<file path="src/rtl/alu_issue_stage_pkg.sv">
// Shared types for the ALU issue stage: ALU operation codes, instruction opcodes,
// instruction field positions and the opcode-to-ALU-operation decode.
package custom_types;

  typedef enum logic [2:0] {
    ALU_ADD,
    ALU_SUB,
    ALU_AND,
    ALU_OR,
    ALU_XOR,
    ALU_LT
  } alu_operation_t;

  typedef enum logic [2:0] {
    OP_ADD,
    OP_SUB,
    OP_AND,
    OP_OR,
    OP_XOR,
    OP_LT,
    OP_NOP,
    OP_ILLEGAL
  } opcode_t;

  localparam int INSTR_W  = 12;
  localparam int OPC_MSB  = 11;
  localparam int OPC_LSB  = 9;
  localparam int IMM_BIT  = 8;
  localparam int RD_MSB   = 7;
  localparam int RD_LSB   = 6;
  localparam int RS1_MSB  = 5;
  localparam int RS1_LSB  = 4;
  localparam int IMM4_MSB = 3;
  localparam int IMM4_LSB = 0;
  localparam int RS2_MSB  = 1;
  localparam int RS2_LSB  = 0;

  // NOP and illegal still drive a harmless ADD into the ALU.
  function automatic alu_operation_t decode_op(opcode_t op);
    alu_operation_t res;
    res = ALU_ADD;
    case (op)
      OP_SUB:  res = ALU_SUB;
      OP_AND:  res = ALU_AND;
      OP_OR:   res = ALU_OR;
      OP_XOR:  res = ALU_XOR;
      OP_LT:   res = ALU_LT;
      default: res = ALU_ADD;
    endcase
    return res;
  endfunction

endpackage

</file>
<file path="src/rtl/alu_issue_stage_if.sv">
// Instruction handshake plus the operand/result bus to the combinational ALU.
interface alu_issue_stage_if #(
  parameter int DATA_W = 4
);
  import custom_types::*;

  logic                 instr_valid;
  logic                 instr_ready;
  logic [INSTR_W-1:0]   instr;
  logic [DATA_W-1:0]    alu_op1;
  logic [DATA_W-1:0]    alu_op2;
  alu_operation_t       alu_operation;
  logic [DATA_W-1:0]    alu_result;
  logic                 alu_zero;

  modport master (
    output instr_valid, instr, alu_result, alu_zero,
    input  instr_ready, alu_op1, alu_op2, alu_operation
  );

  modport slave (
    input  instr_valid, instr, alu_result, alu_zero,
    output instr_ready, alu_op1, alu_op2, alu_operation
  );

endinterface

</file>
<file path="src/rtl/alu_issue_stage_regfile.sv">
// Register file: two operand read ports, one debug read port, one synchronous write port.
module alu_issue_stage_regfile #(
  parameter int DATA_W   = 4,
  parameter int NUM_REGS = 4,
  localparam int AW      = $clog2(NUM_REGS)
) (
  input  logic              clk_i,
  input  logic              reset_i,
  input  logic              we_i,
  input  logic [AW-1:0]     waddr_i,
  input  logic [DATA_W-1:0] wdata_i,
  input  logic [AW-1:0]     raddr1_i,
  output logic [DATA_W-1:0] rdata1_o,
  input  logic [AW-1:0]     raddr2_i,
  output logic [DATA_W-1:0] rdata2_o,
  input  logic [AW-1:0]     dbg_addr_i,
  output logic [DATA_W-1:0] dbg_data_o
);

  logic [DATA_W-1:0] mem_q [NUM_REGS];

  always_ff @(posedge clk_i) begin
    if (reset_i) begin
      for (int i = 0; i < NUM_REGS; i++) mem_q[i] <= '0;
    end else if (we_i) begin
      mem_q[waddr_i] <= wdata_i;
    end
  end

  assign rdata1_o   = mem_q[raddr1_i];
  assign rdata2_o   = mem_q[raddr2_i];
  assign dbg_data_o = mem_q[dbg_addr_i];

endmodule

</file>
<file path="src/rtl/alu_issue_stage.sv">
// Two-stage issue/writeback pipeline (EX, WB) feeding an external combinational ALU,
// with single-level forwarding from WB into EX operand selection.
module alu_issue_stage
  import custom_types::*;
#(
  parameter int DATA_W   = 4,
  parameter int NUM_REGS = 4,
  localparam int AW      = $clog2(NUM_REGS)
) (
  input  logic              clk_i,
  input  logic              reset_i,
  input  logic              stall_i,
  alu_issue_stage_if.slave  bus,
  output logic              wb_valid_o,
  output logic [AW-1:0]     wb_rd_o,
  output logic [DATA_W-1:0] wb_data_o,
  output logic              zero_flag_o,
  output logic              illegal_o,
  input  logic [AW-1:0]     dbg_addr_i,
  output logic [DATA_W-1:0] dbg_data_o
);

  logic              ex_valid_q, ex_valid_d;
  opcode_t           ex_opc_q, ex_opc_d;
  logic              ex_imm_q, ex_imm_d;
  logic [AW-1:0]     ex_rd_q, ex_rd_d;
  logic [AW-1:0]     ex_rs1_q, ex_rs1_d;
  logic [AW-1:0]     ex_rs2_q, ex_rs2_d;
  logic [DATA_W-1:0] ex_imm4_q, ex_imm4_d;

  logic              wb_valid_q, wb_valid_d;
  logic [AW-1:0]     wb_rd_q, wb_rd_d;
  logic [DATA_W-1:0] wb_data_q, wb_data_d;
  logic              wb_zero_q, wb_zero_d;

  logic              zero_flag_q, zero_flag_d;
  logic              illegal_q, illegal_d;

  logic [DATA_W-1:0] op1_hold_q, op2_hold_q;
  alu_operation_t    opn_hold_q;

  logic              advance, ex_writes, rf_we;
  logic [DATA_W-1:0] rf_rdata1, rf_rdata2, fwd1, fwd2;

  alu_issue_stage_regfile #(
    .DATA_W   (DATA_W),
    .NUM_REGS (NUM_REGS)
  ) u_regfile (
    .clk_i      (clk_i),
    .reset_i    (reset_i),
    .we_i       (rf_we),
    .waddr_i    (wb_rd_q),
    .wdata_i    (wb_data_q),
    .raddr1_i   (ex_rs1_q),
    .rdata1_o   (rf_rdata1),
    .raddr2_i   (ex_rs2_q),
    .rdata2_o   (rf_rdata2),
    .dbg_addr_i (dbg_addr_i),
    .dbg_data_o (dbg_data_o)
  );

  assign advance   = !stall_i;
  assign ex_writes = ex_valid_q && (ex_opc_q != OP_NOP) && (ex_opc_q != OP_ILLEGAL);
  assign rf_we     = wb_valid_q && advance;

  // The regfile is written at the close of WB, so WB is the only stage to forward from.
  assign fwd1 = (wb_valid_q && (wb_rd_q == ex_rs1_q)) ? wb_data_q : rf_rdata1;
  assign fwd2 = (wb_valid_q && (wb_rd_q == ex_rs2_q)) ? wb_data_q : rf_rdata2;

  assign bus.instr_ready   = advance;
  assign bus.alu_op1       = ex_valid_q ? fwd1 : op1_hold_q;
  assign bus.alu_op2       = ex_valid_q ? (ex_imm_q ? ex_imm4_q : fwd2) : op2_hold_q;
  assign bus.alu_operation = ex_valid_q ? decode_op(ex_opc_q) : opn_hold_q;

  always_comb begin
    ex_valid_d  = ex_valid_q;
    ex_opc_d    = ex_opc_q;
    ex_imm_d    = ex_imm_q;
    ex_rd_d     = ex_rd_q;
    ex_rs1_d    = ex_rs1_q;
    ex_rs2_d    = ex_rs2_q;
    ex_imm4_d   = ex_imm4_q;
    wb_valid_d  = wb_valid_q;
    wb_rd_d     = wb_rd_q;
    wb_data_d   = wb_data_q;
    wb_zero_d   = wb_zero_q;
    zero_flag_d = zero_flag_q;
    illegal_d   = illegal_q;

    if (advance) begin
      ex_valid_d = bus.instr_valid;
      if (bus.instr_valid) begin
        ex_opc_d  = opcode_t'(bus.instr[OPC_MSB:OPC_LSB]);
        ex_imm_d  = bus.instr[IMM_BIT];
        ex_rd_d   = bus.instr[RD_MSB:RD_LSB];
        ex_rs1_d  = bus.instr[RS1_MSB:RS1_LSB];
        ex_rs2_d  = bus.instr[RS2_MSB:RS2_LSB];
        ex_imm4_d = DATA_W'(bus.instr[IMM4_MSB:IMM4_LSB]);
      end

      wb_valid_d = ex_writes;
      if (ex_writes) begin
        wb_rd_d   = ex_rd_q;
        wb_data_d = bus.alu_result;
        wb_zero_d = bus.alu_zero;
      end

      if (ex_valid_q && (ex_opc_q == OP_ILLEGAL)) illegal_d = 1'b1;
      if (wb_valid_q) zero_flag_d = wb_zero_q;
    end
  end

  always_ff @(posedge clk_i) begin
    if (reset_i) begin
      ex_valid_q  <= 1'b0;
      ex_opc_q    <= OP_NOP;
      ex_imm_q    <= 1'b0;
      ex_rd_q     <= '0;
      ex_rs1_q    <= '0;
      ex_rs2_q    <= '0;
      ex_imm4_q   <= '0;
      wb_valid_q  <= 1'b0;
      wb_rd_q     <= '0;
      wb_data_q   <= '0;
      wb_zero_q   <= 1'b0;
      zero_flag_q <= 1'b0;
      illegal_q   <= 1'b0;
      op1_hold_q  <= '0;
      op2_hold_q  <= '0;
      opn_hold_q  <= ALU_ADD;
    end else begin
      ex_valid_q  <= ex_valid_d;
      ex_opc_q    <= ex_opc_d;
      ex_imm_q    <= ex_imm_d;
      ex_rd_q     <= ex_rd_d;
      ex_rs1_q    <= ex_rs1_d;
      ex_rs2_q    <= ex_rs2_d;
      ex_imm4_q   <= ex_imm4_d;
      wb_valid_q  <= wb_valid_d;
      wb_rd_q     <= wb_rd_d;
      wb_data_q   <= wb_data_d;
      wb_zero_q   <= wb_zero_d;
      zero_flag_q <= zero_flag_d;
      illegal_q   <= illegal_d;
      op1_hold_q  <= bus.alu_op1;
      op2_hold_q  <= bus.alu_op2;
      opn_hold_q  <= bus.alu_operation;
    end
  end

  assign wb_valid_o  = wb_valid_q;
  assign wb_rd_o     = wb_rd_q;
  assign wb_data_o   = wb_data_q;
  assign zero_flag_o = zero_flag_q;
  assign illegal_o   = illegal_q;

endmodule
</file>
<file path="src/flat_wrapper.sv">
// flat-port wrapper written by rule: the top's interface ports become plain ports
module alu_issue_stage_flat import custom_types::*;
#(
  parameter int DATA_W   = 4,
  parameter int NUM_REGS = 4,
  localparam int AW      = $clog2(NUM_REGS)
)
  (clk_i, reset_i, stall_i, wb_valid_o, wb_rd_o, wb_data_o, zero_flag_o, illegal_o, dbg_addr_i, dbg_data_o, bus_instr_valid, bus_instr, bus_alu_result, bus_alu_zero, bus_instr_ready, bus_alu_op1, bus_alu_op2, bus_alu_operation);
  alu_issue_stage_if #(.DATA_W(DATA_W)) bus_i ();
  input  logic clk_i;
  input  logic reset_i;
  input  logic stall_i;
  output logic wb_valid_o;
  output logic [AW-1:0] wb_rd_o;
  output logic [DATA_W-1:0] wb_data_o;
  output logic zero_flag_o;
  output logic illegal_o;
  input  logic [AW-1:0] dbg_addr_i;
  output logic [DATA_W-1:0] dbg_data_o;
  input wire logic [$bits(bus_i.instr_valid)-1:0] bus_instr_valid;
  input wire logic [$bits(bus_i.instr)-1:0] bus_instr;
  input wire logic [$bits(bus_i.alu_result)-1:0] bus_alu_result;
  input wire logic [$bits(bus_i.alu_zero)-1:0] bus_alu_zero;
  output wire logic [$bits(bus_i.instr_ready)-1:0] bus_instr_ready;
  output wire logic [$bits(bus_i.alu_op1)-1:0] bus_alu_op1;
  output wire logic [$bits(bus_i.alu_op2)-1:0] bus_alu_op2;
  output wire logic [$bits(bus_i.alu_operation)-1:0] bus_alu_operation;
  assign bus_i.instr_valid = bus_instr_valid;
  assign bus_i.instr = bus_instr;
  assign bus_i.alu_result = bus_alu_result;
  assign bus_i.alu_zero = bus_alu_zero;
  assign bus_instr_ready = bus_i.instr_ready;
  assign bus_alu_op1 = bus_i.alu_op1;
  assign bus_alu_op2 = bus_i.alu_op2;
  assign bus_alu_operation = bus_i.alu_operation;
  alu_issue_stage #(.DATA_W(DATA_W), .NUM_REGS(NUM_REGS)) u_core (.clk_i(clk_i), .reset_i(reset_i), .stall_i(stall_i), .bus(bus_i), .wb_valid_o(wb_valid_o), .wb_rd_o(wb_rd_o), .wb_data_o(wb_data_o), .zero_flag_o(zero_flag_o), .illegal_o(illegal_o), .dbg_addr_i(dbg_addr_i), .dbg_data_o(dbg_data_o));
endmodule
</file>
<file path="config.mk">
export PLATFORM = sky130hd
export DESIGN_NAME = alu_issue_stage_flat
export DESIGN_NICKNAME = d
export VERILOG_FILES = /design/src/rtl/alu_issue_stage_pkg.sv /design/src/rtl/alu_issue_stage_if.sv /design/src/rtl/alu_issue_stage_regfile.sv /design/src/rtl/alu_issue_stage.sv /design/src/flat_wrapper.sv
export SDC_FILE = /design/constraint.sdc
export NUM_CORES = 1
export LEC_CHECK = 0
export BUFFER_PORTS_ARGS = -buffer_cell sky130_fd_sc_hd__buf_4
export CORE_UTILIZATION = 50
export DETAILED_ROUTE_END_ITERATION = 10
export MAX_ROUTING_LAYER = met4
export PLACE_DENSITY = 0.76
export SYNTH_ARGS = -nofsm -noshare
export SYNTH_HDL_FRONTEND = slang
export SYNTH_SLANG_ARGS = --single-unit
</file>
<file path="constraint.sdc">
create_clock -name clk_i -period 1.3 [get_ports clk_i]
set_clock_uncertainty 0.05 [all_clocks]
set_input_delay 0.065 -clock clk_i [delete_from_list [all_inputs] [get_ports clk_i]]
set_output_delay 0.065 -clock clk_i [all_outputs]
set_load 0.005 [all_outputs]
</file>
# Word level (Yosys, flattened, before mapping)
# Memories as Yosys holds them, arrays and structs flattened. A register that Yosys moved wholly into a read port is not among the register bits.
# Cells that the tools add are included.
[word_totals]
regBits = 36
mem_bits_rw = 16
out_inout_bits = 25
n_memories = 1
[classes]
n_eq_ne = 10
mux = 19
n_bitwise = 1
n_reduce_logical = 12
[mem_list]
columns = ["name", "depth", "width", "read_ports", "rd_clocked_by_memory_dff", "wr", "line", "text"]
rows = [
  ["u_core.u_regfile.mem_q", 4, 4, 3, 2, 4, "alu_issue_stage_regfile.sv:20", "logic [DATA_W-1:0] mem_q [NUM_REGS];"],
]
[op_table]
columns = ["cell", "count"]
rows = [
  ["4-bit 2-to-1 mux", 6],
  ["3-bit case mux with 5 select lines", 1],
  ["2-bit 2-to-1 mux", 5],
  ["3-bit == test (second input constant)", 3],
  ["2-bit AND reduction", 4],
  ["3-bit by 2-bit == test with 1-bit output (second input constant)", 2],
  ["1-bit logical AND", 6],
  ["1-bit 2-to-1 mux", 6],
  ["3-bit != test (second input constant)", 2],
  ["2-bit == test", 2],
  ["4-bit OR reduction", 1],
  ["3-bit by 1-bit == test with 1-bit output (second input constant)", 1],
  ["3-bit 2-to-1 mux", 1],
  ["1-bit zero test", 1],
  ["1-bit NOT", 1],
]

# Longest topological paths before layout
# Gate-level depths: netlist of run 1.
[depth]
ltp_word = 7
depth_mapped = 5
depth_no_buf = 3

# Modules after synthesis
# From an unflattened synthesis of run 1, not the netlist that was laid out.
[hier_totals]
cells_unflattened = 249
area_unflattened_um2 = 2591.2
[by_module_without_submodules]
columns = ["mod", "instances", "cells_each", "area_per_inst_um2", "seq_area_each_um2"]
rows = [
  ["alu_issue_stage", 1, 195, 1606.5, 680.7],
  ["alu_issue_stage_regfile", 1, 54, 984.7, 480.5],
]

# Least setup slack after synthesis of run 1
# No wires, ideal clock.
[synth_path]
kind = "reg2reg"
from = "register u_core.wb_valid_q, in the netlist u_core.wb_valid_o"
to = "memory u_core.u_regfile.mem_q[2][0] (enable)"
arrival_ns = 1.081
t_required_ns = 0.953
slack_ns = -0.129
stages_incl_launch_ff = 4
path_buffers = 0
period_less_slack_ns = 1.429
path_cell_list = "dfxtp_1 nor3b_1 and3b_1 or2_2"
[synth_lines]
columns = ["element", "line", "text"]
rows = [
  ["start: declaration", "alu_issue_stage.sv:31", "logic wb_valid_q, wb_valid_d;"],
  ["start signal: assignment", "alu_issue_stage.sv:139", "wb_valid_q <= wb_valid_d;"],
  ["end: declaration", "alu_issue_stage_regfile.sv:20", ""],
]

==> results.toml, run 1 <==
[cts]
clockRootBuffer = "clkbuf_8"
numCtsBuffers = 5
clk_latency_ns = 0.31
ctsHtreeMaxLevel = 2
numClockSinks = 54
cts_tree = "yes"
path_clk_slew_ns = 0.10
clockBufferDepth = 2

[global_route]
first_global_vias = 2116
grt_max_degree = 24
grtUsageTotal_pct = 25.7
antenna_found_initial = 0
grt_first_pass_wirelength_um = 10200
gr-total-overflow = 0

[critical_path]
arrival_ns = 1.65
crit_type = "reg2out"
end_kind = "output pin"
critPathRequiredTime_ns = 1.19
timing.rr.end = "u_core.u_regfile.mem_q[0][3]"
endpoint = "bus_alu_op1[1]"
start_kind = "register"
crit_fanout = 3
regToRegSetupSlack_ns = -0.15
reg2reg_from = "u_core.wb_valid_o"
startpoint = "u_core.u_regfile.mem_q[3][1]"
ff2ff_path_depth = 4

[synthesis]
syn_inst = 253
synth_seq_cells = 54
syn_nets = 276
synthesis.area_um2 = 2630
yosysSeqAreaShare_pct = 47.2
yosysWarnings = 0
avgSynthCellArea_um2 = 10.4
yosysUniqueCellTypes = 39

[sta]
hold_viol = 0
rsz0062_at_grt = "yes"
setup-violations-final = 45
worst_slew_pin_slew_ns = 0.383
fin_setup_tns_ns = -7.90
min_period_ns = 1.77
slew_viol_final = 0
fin_hold_ws_ns = 0.0171
max_freq_mhz = 566
period_share_pct = 136
setup_ws_ns = -0.466
slew_headroom_pct = 74.4

[route]
drc_errors = 0
first_pass_iters = 4
vias = 2321
drt_wl_total_um = 7080
routed_via_density = 5.51
drt-wirelength-per-cell_um = 16.8
drt_iter0_markers = 193
postRouteAntennaNets = 0

[job]
drv_cap = 0

[power_and_ir_drop]
vdd_ir_drop_max_mv = 0.551
cellPowerDensity_nw_per_um2 = 854
leakagePower_nw = 1.50

[layout]
area_growth_pct = 49.3
final_cell_mix = "buf_4, nand2_1, dfxtp_1"
final_common_cell = "buf_4"
antenna_cells = 0
fillers = 316
fin_nets = 373
drive_gt1_share_pct = 47.0

[floorplanning]
start_util_pct = 51.8
die_area_um2 = 5550
core_region_area_um2 = 5070
die_h_um = 74.5
die_w_um = 74.5
ios = 48
std_cell_rows = 26

[run_status]
violations = "negative setup slack"
status = "finished with violations"

[place]
numPortBuffers = 47
hpwl_um = 4520
place_congestion = 0.968

[min_path]
hold_path.class = "in2reg"
==> how the worst min path moves through the flow <==
stage | from | endpoint | slack (ns) | cells after the start
after floorplan | bus_instr[10] | u_core.ex_opc_q[1] | 0.14 | 2
after global placement | bus_instr[11] | u_core.ex_opc_q[2] | 0.23 | 3
after detailed placement | bus_instr[11] | u_core.ex_opc_q[2] | 0.23 | 3
after CTS | stall_i | u_core.ex_valid_q | 0.008 | 3
after global routing | stall_i | u_core.ex_valid_q | 0.01 | 3
final | stall_i | u_core.ex_valid_q | 0.02 | 3
==> sequential cells by signal (all words and copies together), names as in the netlist, 2 cells and up, named ones only <==
signal and count:
u_core.op1_hold_q 4, u_core.op2_hold_q 4, u_core.wb_data_o 4, u_core.ex_rd_q 2, u_core.opn_hold_q 3, u_core.ex_rs1_q 2, u_core.ex_opc_q 3, u_core.u_regfile.mem_q 16
u_core.wb_rd_o 2, u_core.ex_imm4_q 4
==> logic make-up after synthesis <==
kind of cell           after synthesis  share of synthesized area, %
AND/OR/NAND/NOR                     93                          18.8
AO/OA/AOI/OAI                       67                          16.1
flip-flops                          54                          47.2
buffers and inverters               20                          3.66
multiplexers                        13                          10.9
XOR/XNOR                             6                          3.28
==> layout make-up <==
type	instances	area [um2]	share of cell area (%)
multi-input cells	179	1580	40.3
flip-flops and latches	54	1270	32.3
repair buffers	105	881	22.4
well taps	70	87.6	2.23
clock buffers	7	76.3	1.94
inverters	5	22.5	0.573
clock inverters	1	6.26	0.159
==> critical path: stages (launching register included) <==
cell and delay (ns):
edfxtp_1 0.46, mux4_2 0.55, o31ai_4 0.10, a21oi_2 0.10, buf_4 0.14
==> synthesized netlist by cell type, drive strengths merged <==
cell type / number / area share [%]
a211oi: 8 / 2.5
a21oi: 30 / 5.7
a22oi: 1 / 0.29
a311oi: 3 / 1.0
a31oi: 1 / 0.24
a41o: 1 / 0.38
and2: 20 / 4.8
and3b: 1 / 0.33
buf: 6 / 1.6
clkbuf: 9 / 1.3
dfxtp: 38 / 29
edfxtp: 16 / 18
inv: 5 / 0.71
mux2i: 1 / 0.38
mux4: 12 / 11
nand2: 33 / 4.7
nand2b: 8 / 2.2
nand3: 8 / 1.5
nand3b: 3 / 0.86
nor2: 7 / 1.0
nor2b: 7 / 1.7
nor3b: 1 / 0.29
nor4: 1 / 0.24
nor4b: 1 / 0.57
o21ai: 8 / 1.5
o22ai: 2 / 0.48
o311a: 1 / 0.38
o31a: 4 / 1.3
o31ai: 8 / 2.3
or2: 3 / 0.71
xnor2: 2 / 0.67
xor2: 4 / 2.6
==> routing by layer <==
| metal | vias up | global-route usage (%) | part of all wire, % |
|---|---|---|---|
| li1 | 1115 | - | - |
| met1 | 1098 | 32.4 | 41 |
| met2 | 84 | 42.6 | 51 |
| met3 | 24 | 3.93 | 5.0 |
| met4 | 0 | 8.18 | 2.7 |
| met5 | - | - | 0 |
==> per-stage QoR <==
stage	worst slack, ns	instance area, um2	instances	power, mW	utilization [%]
3_5_place_dp	-0.235	3240	382	2.31	63.8
3_3_place_gp	-0.149	3240	382	2.31	63.8
5_1_grt	-0.486	3930	421	3.48	77.4
6_report	-0.466	3930	421	3.36	77.4
2_1_floorplan	-0.00443	2670	253	2.11	-
4_1_cts	-0.448	3640	413	3.29	71.8
==> where the power goes <==
| part | switching, mW | internal [mW] |
|---|---|---|
| clock network | 0.544 | 0.384 |
| registers | 0.0659 | 1.78 |
| logic | 0.260 | 0.319 |
| total | 0.870 | 2.49 |
==> repair_timing <==
| item | CTS | global route |
|---|---|---|
| pin swaps | 21 | 16 |
| resized for setup | 34 | 45 |
| hold buffers | 17 | 0 |
| endpoints found under the setup margin | 57 | 55 |
| setup buffers | 6 | 10 |
| hold endpoints to repair | 21 | 0 |
Note: power is estimated with default switching activity, not from simulation.
==> inputs of run 2 (changes only) <==
--- a/config.mk
+++ b/config.mk
@@ -6,7 +6,9 @@
 export NUM_CORES = 1
 export LEC_CHECK = 0
 export BUFFER_PORTS_ARGS = -buffer_cell sky130_fd_sc_hd__buf_4
+export CORE_MARGIN = 1
 export CORE_UTILIZATION = 50
+export CTS_BUF_LIST = sky130_fd_sc_hd__clkbuf_16
 export DETAILED_ROUTE_END_ITERATION = 10
 export MAX_ROUTING_LAYER = met4
 export PLACE_DENSITY = 0.76
==> run 2 against run 1 <==
The run still ends with negative setup slack left. Total power is 11% higher. First-iteration DRC count is 3.6% lower. Worst hold slack worse by 0.011 ns. Setup slack better by 0.035 ns. Largest cell class unchanged.
==> results.toml, run 2 (synthesis results as in run 1) <==
[layout]
area_growth_pct = 50.3
design_area_um2 = 3950
final_common_cell = "buf_4"
regMostFlops = "u_core.u_regfile.mem_q"
fin_util_pct = 77.9
fillers = 311
antenna_cells = 0
drive_gt1_share_pct = 48.0
largest_reg_flops = 16
final_cell_mix = "buf_4, nand2_1, a21oi_1, dfxtp_1, edfxtp_1"
fin_nets = 368
stdcell_count = 416

[floorplanning]
core_region_area_um2 = 5070
die_h_um = 74.5
start_util_pct = 51.8
die_area_um2 = 5550
ios = 48
std_cell_rows = 26
die_w_um = 74.5

[cts]
path_clk_slew_ns = 0.07
clockBufferDepth = 2
clk_latency_ns = 0.29
numCtsBuffers = 5
ctsHtreeMaxLevel = 2
cts_tree = "yes"
clockRootBuffer = "clkbuf_16"
numClockSinks = 54

[route]
drt_iter0_markers = 186
drc_errors = 0
drt-wirelength-per-cell_um = 18.5
drt_wl_total_um = 7690
first_pass_iters = 7
routed_via_density = 5.69
vias = 2367
postRouteAntennaNets = 0

[power_and_ir_drop]
combPwrFrac_pct = 15.3
seq_power_share_pct = 49.5
p_int_mw = 2.79
cellPowerDensity_nw_per_um2 = 946
vdd_ir_drop_max_mv = 0.722
switchingPower_mw = 0.946
swShare_pct = 25.3
power_frac_clock_pct = 35.1
leakagePower_nw = 1.52

[critical_path]
crit_fanout = 3
slowest_delay_ns = 0.52
start_kind = "register"
ff2ff_path_depth = 4
crit_type = "reg2out"
arrival_ns = 1.62
end_kind = "output pin"
timing.rr.end = "u_core.u_regfile.mem_q[0][1]"
path_cells = "mux4_2, o31ai_2, a21oi_1, buf_4"
regToRegSetupSlack_ns = -0.18
critPathRequiredTime_ns = 1.19
reg2reg_from = "u_core.wb_valid_o"
slowest_stage = "mux4_2"

[run_status]
violations = "negative setup slack"
status = "finished with violations"

[sta]
hold_viol = 0
worst_slew_pin_slew_ns = 0.436
setup_ws_ns = -0.431
setup-violations-final = 45
slew_headroom_pct = 70.9
rsz0062_at_grt = "yes"
slew_viol_final = 0
min_period_ns = 1.73
fin_setup_tns_ns = -7.82
max_freq_mhz = 578
period_share_pct = 133

[global_route]
grtUsageTotal_pct = 26.3
gr-usage-met3_pct = 5.01
antenna_found_initial = 0
use_met2_pct = 41.4
gr-total-overflow = 0
grt_max_degree = 24
met1_usage_pct = 33.6
first_global_vias = 2070
grt_first_pass_wirelength_um = 10300
busiest_layer = "met2"

[min_path]
worstHoldPathCells = 3
hold_path.class = "in2reg"
hold_start = "bus_instr[4]"

[job]
drv_cap = 0

[place]
place_congestion = 0.968
postPlaceCellArea_um2 = 3240
dpl_worst_slack_ns = -0.235
numPortBuffers = 47
placed_cells = 382
hpwl_um = 4520
[run 2: power by group through the flow]
stage                     Combinational (mW)  Sequential [mW]  Clock (mW)
final                                  0.574             1.85        1.31
after global routing                   0.611             1.86        1.37
after CTS                              0.492             1.84        1.31
after detailed placement               0.430             1.88           0
after global placement                 0.427             1.88           0
after floorplan                        0.249             1.86           0
[run 2: final cells by class]
type | instances | area (um2) | area share [%]
Sequential cell | 54 | 1270 | 32.2
Multi-Input combinational cell | 179 | 1590 | 40.2
Tap cell | 70 | 87.6 | 2.22
Inverter | 5 | 22.5 | 0.570
Clock buffer | 5 | 125 | 3.17
Timing Repair Buffer | 100 | 845 | 21.4
Clock inverter | 3 | 13.8 | 0.348
[run 2: how the worst max path moves through the flow]
stage / from / cells after the start / slack [ns] / end
2_1_floorplan: u_core.wb_rd_o[0] / 4 / -0.004 / u_core.op2_hold_q[3]
3_3_place_gp: register / 4 / -0.15 / bus_alu_op2[1]
3_5_place_dp: u_core.wb_rd_o[1] / 3 / -0.23 / u_core.u_regfile.mem_q[1][2]
4_1_cts: u_core.u_regfile.mem_q[3][2] / 4 / -0.42 / bus_alu_op2[2]
5_1_grt: u_core.u_regfile.mem_q[3][0] / 4 / -0.46 / bus_alu_op1[0]
6_report: u_core.u_regfile.mem_q[3][3] / 4 / -0.43 / bus_alu_op1[3]
[run 2: repair_timing]
action                                 CTS  global route
resized for setup                       28            55
hold buffers                            13             0
buffers inserted                         5            11
setup endpoints to repair               56            51
endpoints found under the hold margin   13             0
pin swaps                                9            30
[run 2: stage by stage]
step	power (mW)	hold WS, ns
final	3.74	0.00565
after global routing	3.85	0.00335
after CTS	3.64	0.00853
after detailed placement	2.31	0.233
after global placement	2.31	0.226
after floorplan	2.11	0.139
[run 2: per-layer routing]
layer | part of all wire, % | wire [um] | vias to the layer above
met5 | 0 | 0 | -
met4 | 2.2 | 172 | 0
met3 | 6.4 | 492 | 19
met2 | 52 | 3970 | 103
met1 | 40 | 3060 | 1143
li1 | - | - | 1102
[run 2: worst max-delay path, delay by kind of cell, from the launching register on]
family          cells  cell delay [ns]
compound gates      2             0.20
flops               1             0.46
mux                 1             0.52
buf+inv             1             0.14
